`config.mk`:
```
export PLATFORM = sky130hd
export DESIGN_NAME = sr_ff_bank
export DESIGN_NICKNAME = d
export VERILOG_FILES = /design/src/rtl/sr_ff_bank.sv
export SDC_FILE = /design/constraint.sdc
export NUM_CORES = 1
export LEC_CHECK = 0
export ABC_AREA = 1
export CAP_MARGIN = 20
export CORE_MARGIN = 3
export CORE_UTILIZATION = 45
export DETAILED_ROUTE_END_ITERATION = 8
export PLACE_DENSITY = 0.85
export SYNTH_ARGS = -nofsm -noshare
export SYNTH_HDL_FRONTEND = slang
export SYNTH_SLANG_ARGS = --single-unit
```
`constraint.sdc`:
```
create_clock -name clk -period 1.3 [get_ports clk]
set_clock_uncertainty 0.2 [all_clocks]
set_input_delay 0.26 -clock clk [delete_from_list [all_inputs] [get_ports clk]]
set_output_delay 0.26 -clock clk [all_outputs]
set_load 0.03 [all_outputs]
```
`src/rtl/sr_ff_bank.sv`:
```
// Bank of WIDTH independent flip-flops with run-time SR/JK/D/T mode, synchronous overrides and sticky error flags.
// Optional saturating change counter on evt_cnt is enabled by defining FF_EVT_CNT_EN.
module sr_ff_bank #(
  parameter int                 WIDTH = 8,
  parameter logic [WIDTH-1:0]   INIT  = '0,
  parameter int                 CNT_W = 8
) (
  input  logic             clk,
  input  logic             rst,
  input  logic             en,
  input  logic [1:0]       mode,
  input  logic [WIDTH-1:0] s_n,
  input  logic [WIDTH-1:0] r_n,
  input  logic [WIDTH-1:0] pre_n,
  input  logic [WIDTH-1:0] clr_n,
  input  logic             err_clr,
  output logic [WIDTH-1:0] q,
  output logic [WIDTH-1:0] qb,
  output logic [WIDTH-1:0] err,
  output logic [CNT_W-1:0] evt_cnt
);

  typedef enum logic [1:0] {
    MODE_SR = 2'd0,
    MODE_JK = 2'd1,
    MODE_D  = 2'd2,
    MODE_T  = 2'd3
  } mode_e;

  mode_e            mode_sel;
  logic [WIDTH-1:0] q_next;
  logic [WIDTH-1:0] err_set;

  assign mode_sel = mode_e'(mode);

  // Priority per bit: clear, preset, enable-hold, then the mode function.
  always_comb begin
    q_next  = q;
    err_set = '0;
    for (int i = 0; i < WIDTH; i++) begin
      if (!clr_n[i]) begin
        q_next[i]  = 1'b0;
        err_set[i] = ~pre_n[i];
      end else if (!pre_n[i]) begin
        q_next[i] = 1'b1;
      end else if (en) begin
        unique case (mode_sel)
          MODE_SR: begin
            unique case ({~s_n[i], ~r_n[i]})
              2'b10:   q_next[i] = 1'b1;
              2'b01:   q_next[i] = 1'b0;
              2'b11:   err_set[i] = 1'b1;
              default: q_next[i] = q[i];
            endcase
          end
          MODE_JK: begin
            unique case ({~s_n[i], ~r_n[i]})
              2'b10:   q_next[i] = 1'b1;
              2'b01:   q_next[i] = 1'b0;
              2'b11:   q_next[i] = ~q[i];
              default: q_next[i] = q[i];
            endcase
          end
          MODE_D:  q_next[i] = ~s_n[i];
          MODE_T:  q_next[i] = q[i] ^ ~s_n[i];
          default: q_next[i] = q[i];
        endcase
      end
    end
  end

  always_ff @(posedge clk or posedge rst) begin
    if (rst) begin
      q   <= INIT;
      err <= '0;
    end else begin
      q   <= q_next;
      err <= (err_clr ? '0 : err) | err_set;
    end
  end

  assign qb = ~q;

`ifdef FF_EVT_CNT_EN
  always_ff @(posedge clk or posedge rst) begin
    if (rst) begin
      evt_cnt <= '0;
    end else if (err_clr) begin
      evt_cnt <= '0;
    end else if ((q_next != q) && (evt_cnt != {CNT_W{1'b1}})) begin
      evt_cnt <= evt_cnt + 1'b1;
    end
  end
`else
  assign evt_cnt = '0;
`endif

endmodule

```
-- Word-level counts from Yosys, hierarchy flattened
Cells that the tools add are included.
- input port bits: 38
- flip-flop bits (word level): 16
- mux-type cells: 89
- bitwise gates (word level): 42
- reduce and logical (&&, ||, !) cells: 9
- equality and inequality tests: 51
- operators by type and width (cell ; number):
    1-bit two-way mux ; 64
    6-bit by 3-bit != test with 1-bit output (second input constant) ; 7
    2-bit equality test (second input constant) ; 18
    5-bit by 3-bit != test with 1-bit output (second input constant) ; 7
    1-bit inverter ; 32
    1-bit one-hot mux with 4 select lines ; 8
    3-bit != test (second input constant) ; 8
    1-bit one-hot mux with 3 select lines ; 8
    3-bit AND reduction ; 8
    2-bit by 1-bit equality test with 1-bit output (second input constant) ; 9
    1-bit one-hot mux with 2 select lines ; 8
    8-bit two-way mux ; 1
    8-bit inverter ; 1
    8-bit bitwise OR ; 1
    1-bit bitwise XOR ; 8
    6-bit != test (second input constant) ; 1
    5-bit != test (second input constant) ; 1
    2-bit zero test ; 1

-- Depth between registers and ports, before layout
- word-level depth: 8
- gate-level depth with buffers: 8
- gate-level depth less buffers: 8

-- Worst setup path after synthesis
Ideal clock, no wire load.
- path type: register to register
- start point: register q[1]
- end point: register q[1]
- data required time: 0.987 ns
- setup slack: -0.086 ns
- data arrival time: 1.073 ns
- clock period less this slack: 1.386 ns
- buffers on the path: 0
- cell stages (with the launch flop): 7
- setup time: 0.113 ns
- cell sequence: dfrtp_1 > inv_1 > nand2_1 > nand2_1 > nand3_1 > nand2_1 > inv_1
- longest elaborated chain between the ends: 6
- ends and longest elaborated chain (what ; line ; RTL):
    start, declared ; 17 ; output logic [WIDTH-1:0] q,
    start signal, assigned ; 77 ; q <= q_next;
    1-bit inverter ; 60 ; 2'b11: q_next[i] = ~q[i];
    1-bit one-hot mux with 3 select lines ; 57 ; unique case ({~s_n[i], ~r_n[i]})
    1-bit one-hot mux with 4 select lines * ; 47 ; unique case (mode_sel)
    1-bit two-way mux * ; 46 ; end else if (en) begin
    1-bit two-way mux * ; 44 ; end else if (!pre_n[i]) begin
    1-bit two-way mux * ; 41 ; if (!clr_n[i]) begin
Every way passes the cells marked *; elsewhere a longest branch is shown, timed or not. The select of a mux whose other input is x is not followed.
A chain may end at the register's enable or synchronous reset.

-- Final worst setup path
- start point: register q[1]
- end point: output port qb[1]
- longest elaborated chain between the ends: 1
- ends and longest elaborated chain (what ; line ; RTL):
    8-bit inverter ; 82 ; assign qb = ~q;
    end, declared ; 18 ; output logic [WIDTH-1:0] qb,
No other way between the ends.

==> impl_summary.txt <==
----------------------------------------------------
[Status]
  Violated checks ... negative setup slack
  Status ... finished, violations left

[Placement]
  Area after DPL ... 2770 sq um
  Post-Place Worst Slack ... -590 ps
  Final GP Congestion ... 0.900
  Half-perimeter wire length after placement ... 4090 um
  Number of buffers inserted by port buffering ... 61

[Floorplanning]
  Area of the die ... 4920 sq um
  Number of rows created at floorplan ... 22
  Count of pins on the block boundary ... 70
  Die height ... 70.1 um
  DIE WIDTH ... 70.1 um
  Initial Util ... 0.487
  CORE AREA ... 3800 sq um

[Synthesis]
  Post-synth EDFFs ... 0
  Area of the mapped netlist ... 1850 sq um
  Post-synthesis sequential area ratio ... 0.216
  Share of Yosys cell area claimed by the top area cell type ... 0.216
  Syn Inst Count ... 274
  Synthesized area per cell ... 6.75 sq um
  Most instantiated flip-flop cell in the synthesis netlist ... dfrtp_1
  Post-synth top area cell ... dfrtp_1
  Largest cells by area after synthesis ... dfrtp_1 22%, ha_1 16%, nand3_1 13%, nand2_1 13%, inv_1 12%
  Register bit total from synthesis ... 16
  Count of distinct cell types in the synthesized netlist ... 25
  Synth Warn # ... 0
  Proportion of register bits with asynchronous set or reset after synthesis ... 1.00

[STA]
  Period minus WS final ... 1370 ps
  Fmax ... 732 MHz
  Worst hold slack across all endpoints ... 119 ps
  RSZ-0062 raised after global routing ... true
  Final worst-path setup slack ... -65.5 ps
  Sum of negative setup slack ... -362 ps
  Final clock period utilization by the worst path ... 1.05
  Number of setup violations in the final report ... 11
  Hold Fails Final Rpt ... 0
  Final Max Slew Viols ... 0

[Cells and area]
  Diode count ... 0
  Fraction of layout cells with a size suffix above 1 ... 0.411
  Most frequent cells in the layout ... 60 x nand2_1, 56 x buf_4, 45 x nand3_1
  Final core utilization ... 0.810
  Signed area change from the synthesized netlist to the final layout ... 66.3%
  Fill cell total of the finished layout ... 248
  Area of all placed cells without fillers ... 3080 sq um
  Most common library cell in the layout ignoring fill and taps ... nand2_1
  # nets final ... 455

[Routing]
  Drc violations ... 0
  Detailed route wirelength on metal2 ... 3100 um
  Routed WL per cell ... 13.7 um
  Detail Route met3 WL ... 475 um
  Remaining number of nets flagged by the antenna check after routing ... 0
  Violation count after the first detailed-route iteration ... 203
  Length of the first detailed-routing pass in iterations ... 5
  Top Metal Used ... met4
  Routed metal-1 wire length ... 2340 um
  Detailed Route WL ... 6040 um
  Total vias in the final route ... 2274
  Routed vias/inst ... 5.17

[CTS]
  Hold buffer count at CTS ... 0
  Clock tree from TritonCTS ... built
  Clock network latency to the later pin of the worst-skew pair ... 250 ps
  Number of buffers added by the clock tree synthesis step ... 3
  Clock-pin slew of the registers on the worst-case setup and hold paths ... 70 ps
  Number of H-tree levels ... 1
  Library cell used as clock root buffer ... clkbuf_8
  Clock tree buffer depth ... 2
  Number of sinks handled by clock tree synthesis ... 16

[Critical path]
  Setup CP Type ... reg2out
  Sort of element at the end of the critical path ... primary output
  Launch point of the worst reg-to-reg path ... q[1]
  Worst Path Required ... 840 ps
  Maximum fanout along the worst path ... 3
  Crit. Startpoint ... q[1]
  Number of cells traversed by the worst register-to-register path ... 7
  Arrival time at the worst endpoint ... 910 ps
  Crit start category ... register

[Global routing]
  GR Overflow Total ... 0
  Largest net degree at the start of global routing ... 17
  Initial antenna violation count ... 0
  Via count of the first global-routing pass ... 2051
  Total routing usage reported by global routing ... 0.230
  Wire length of the first global-routing pass ... 9360 um

[Hold path]
  Path class of the lowest-slack min-delay path ... in2async

[Job]
  Max-capacitance violation count ... 0

[Power and ir drop]
  Cell Pwr Density ... 702 nW/um^2
  Worst IR Drop VDD ... 0.000638 V
  Static Leakage ... 0.00164 uW

----------------------------------------------------
[flip-flops by register name, summed over array words and instances (netlist names)]
| register | count |
|---|---|
| err | 8 |
| q | 8 |
[kinds of logic after synthesis]
group,after synthesis,share of synthesized area
AOI/OAI and AO/OA,25,0.0960
buffers and inverters,75,0.192
and+or+nand+nor,133,0.331
adders and majority gates,24,0.162
other,1,0.00203
DFF,16,0.216
[power breakdown]
group	leakage (uW)	internal (uW)	switching, uW
combinational	0.00142	511	584
sequential	0.000191	549	48.8
clock	0.0000288	270	200
total	0.00164	1330	833
[worst max-delay path, cell delays in order, from the launching register on]
cell and delay (ps):
dfrtp_2 430, inv_2 80, buf_6 130
[layout make-up]
| type | instances | area (sq um) | share of cell area |
|---|---|---|---|
| tap | 48 | 60.1 | 0.0195 |
| multi-input combinational | 190 | 1250 | 0.406 |
| inverter | 60 | 225 | 0.0732 |
| timing repair buffer | 122 | 1080 | 0.352 |
| clock buffer | 4 | 55.1 | 0.0179 |
| sequential | 16 | 405 | 0.132 |
[routing by layer]
layer | track usage | vias to the layer above
li1 | - | 1089
met1 | 0.288 | 1040
met2 | 0.401 | 125
met3 | 0.0518 | 20
met4 | 0.0489 | 0
met5 | 0 | -
[timing repair]
action,4_1_cts,5_1_grt
endpoints found under the hold margin,0,0
endpoints found under the setup margin,32,30
pin swaps,18,18
cloned,0,0
resized for setup,79,55
setup buffers,10,2
[path summary, 6_finish.rpt]
| check | end | slack (ps) |
|---|---|---|
| max | qb[1] | -70 |
| min | q[2] | 120 |
| max reg2reg | q[1] | -50 |
| min reg2reg | err[3] | 380 |
| max in group asynchronous | q[5] | 640 |
| min in group clk | err[2] | 130 |
[cell usage after synthesis (2+ instances only)]
master / count
a21boi_0: 6
a21oi_1: 6
buf_4: 9
buf_6: 3
dfrtp_1: 16
ha_1: 24
inv_1: 58
inv_2: 2
nand2_1: 62
nand2_2: 3
nand3_1: 48
nand3_2: 2
nand4_1: 3
nor2_1: 12
o211ai_1: 2
o21ai_0: 2
o221ai_1: 8
[stage by stage]
step	std cells	power, uW
5_1_grt	440	2280
4_1_cts	438	2090
6_report	440	2160
3_3_place_gp	424	1510
3_5_place_dp	424	1530
2_1_floorplan	281	1100
Power figures use the tool's default switching activity.
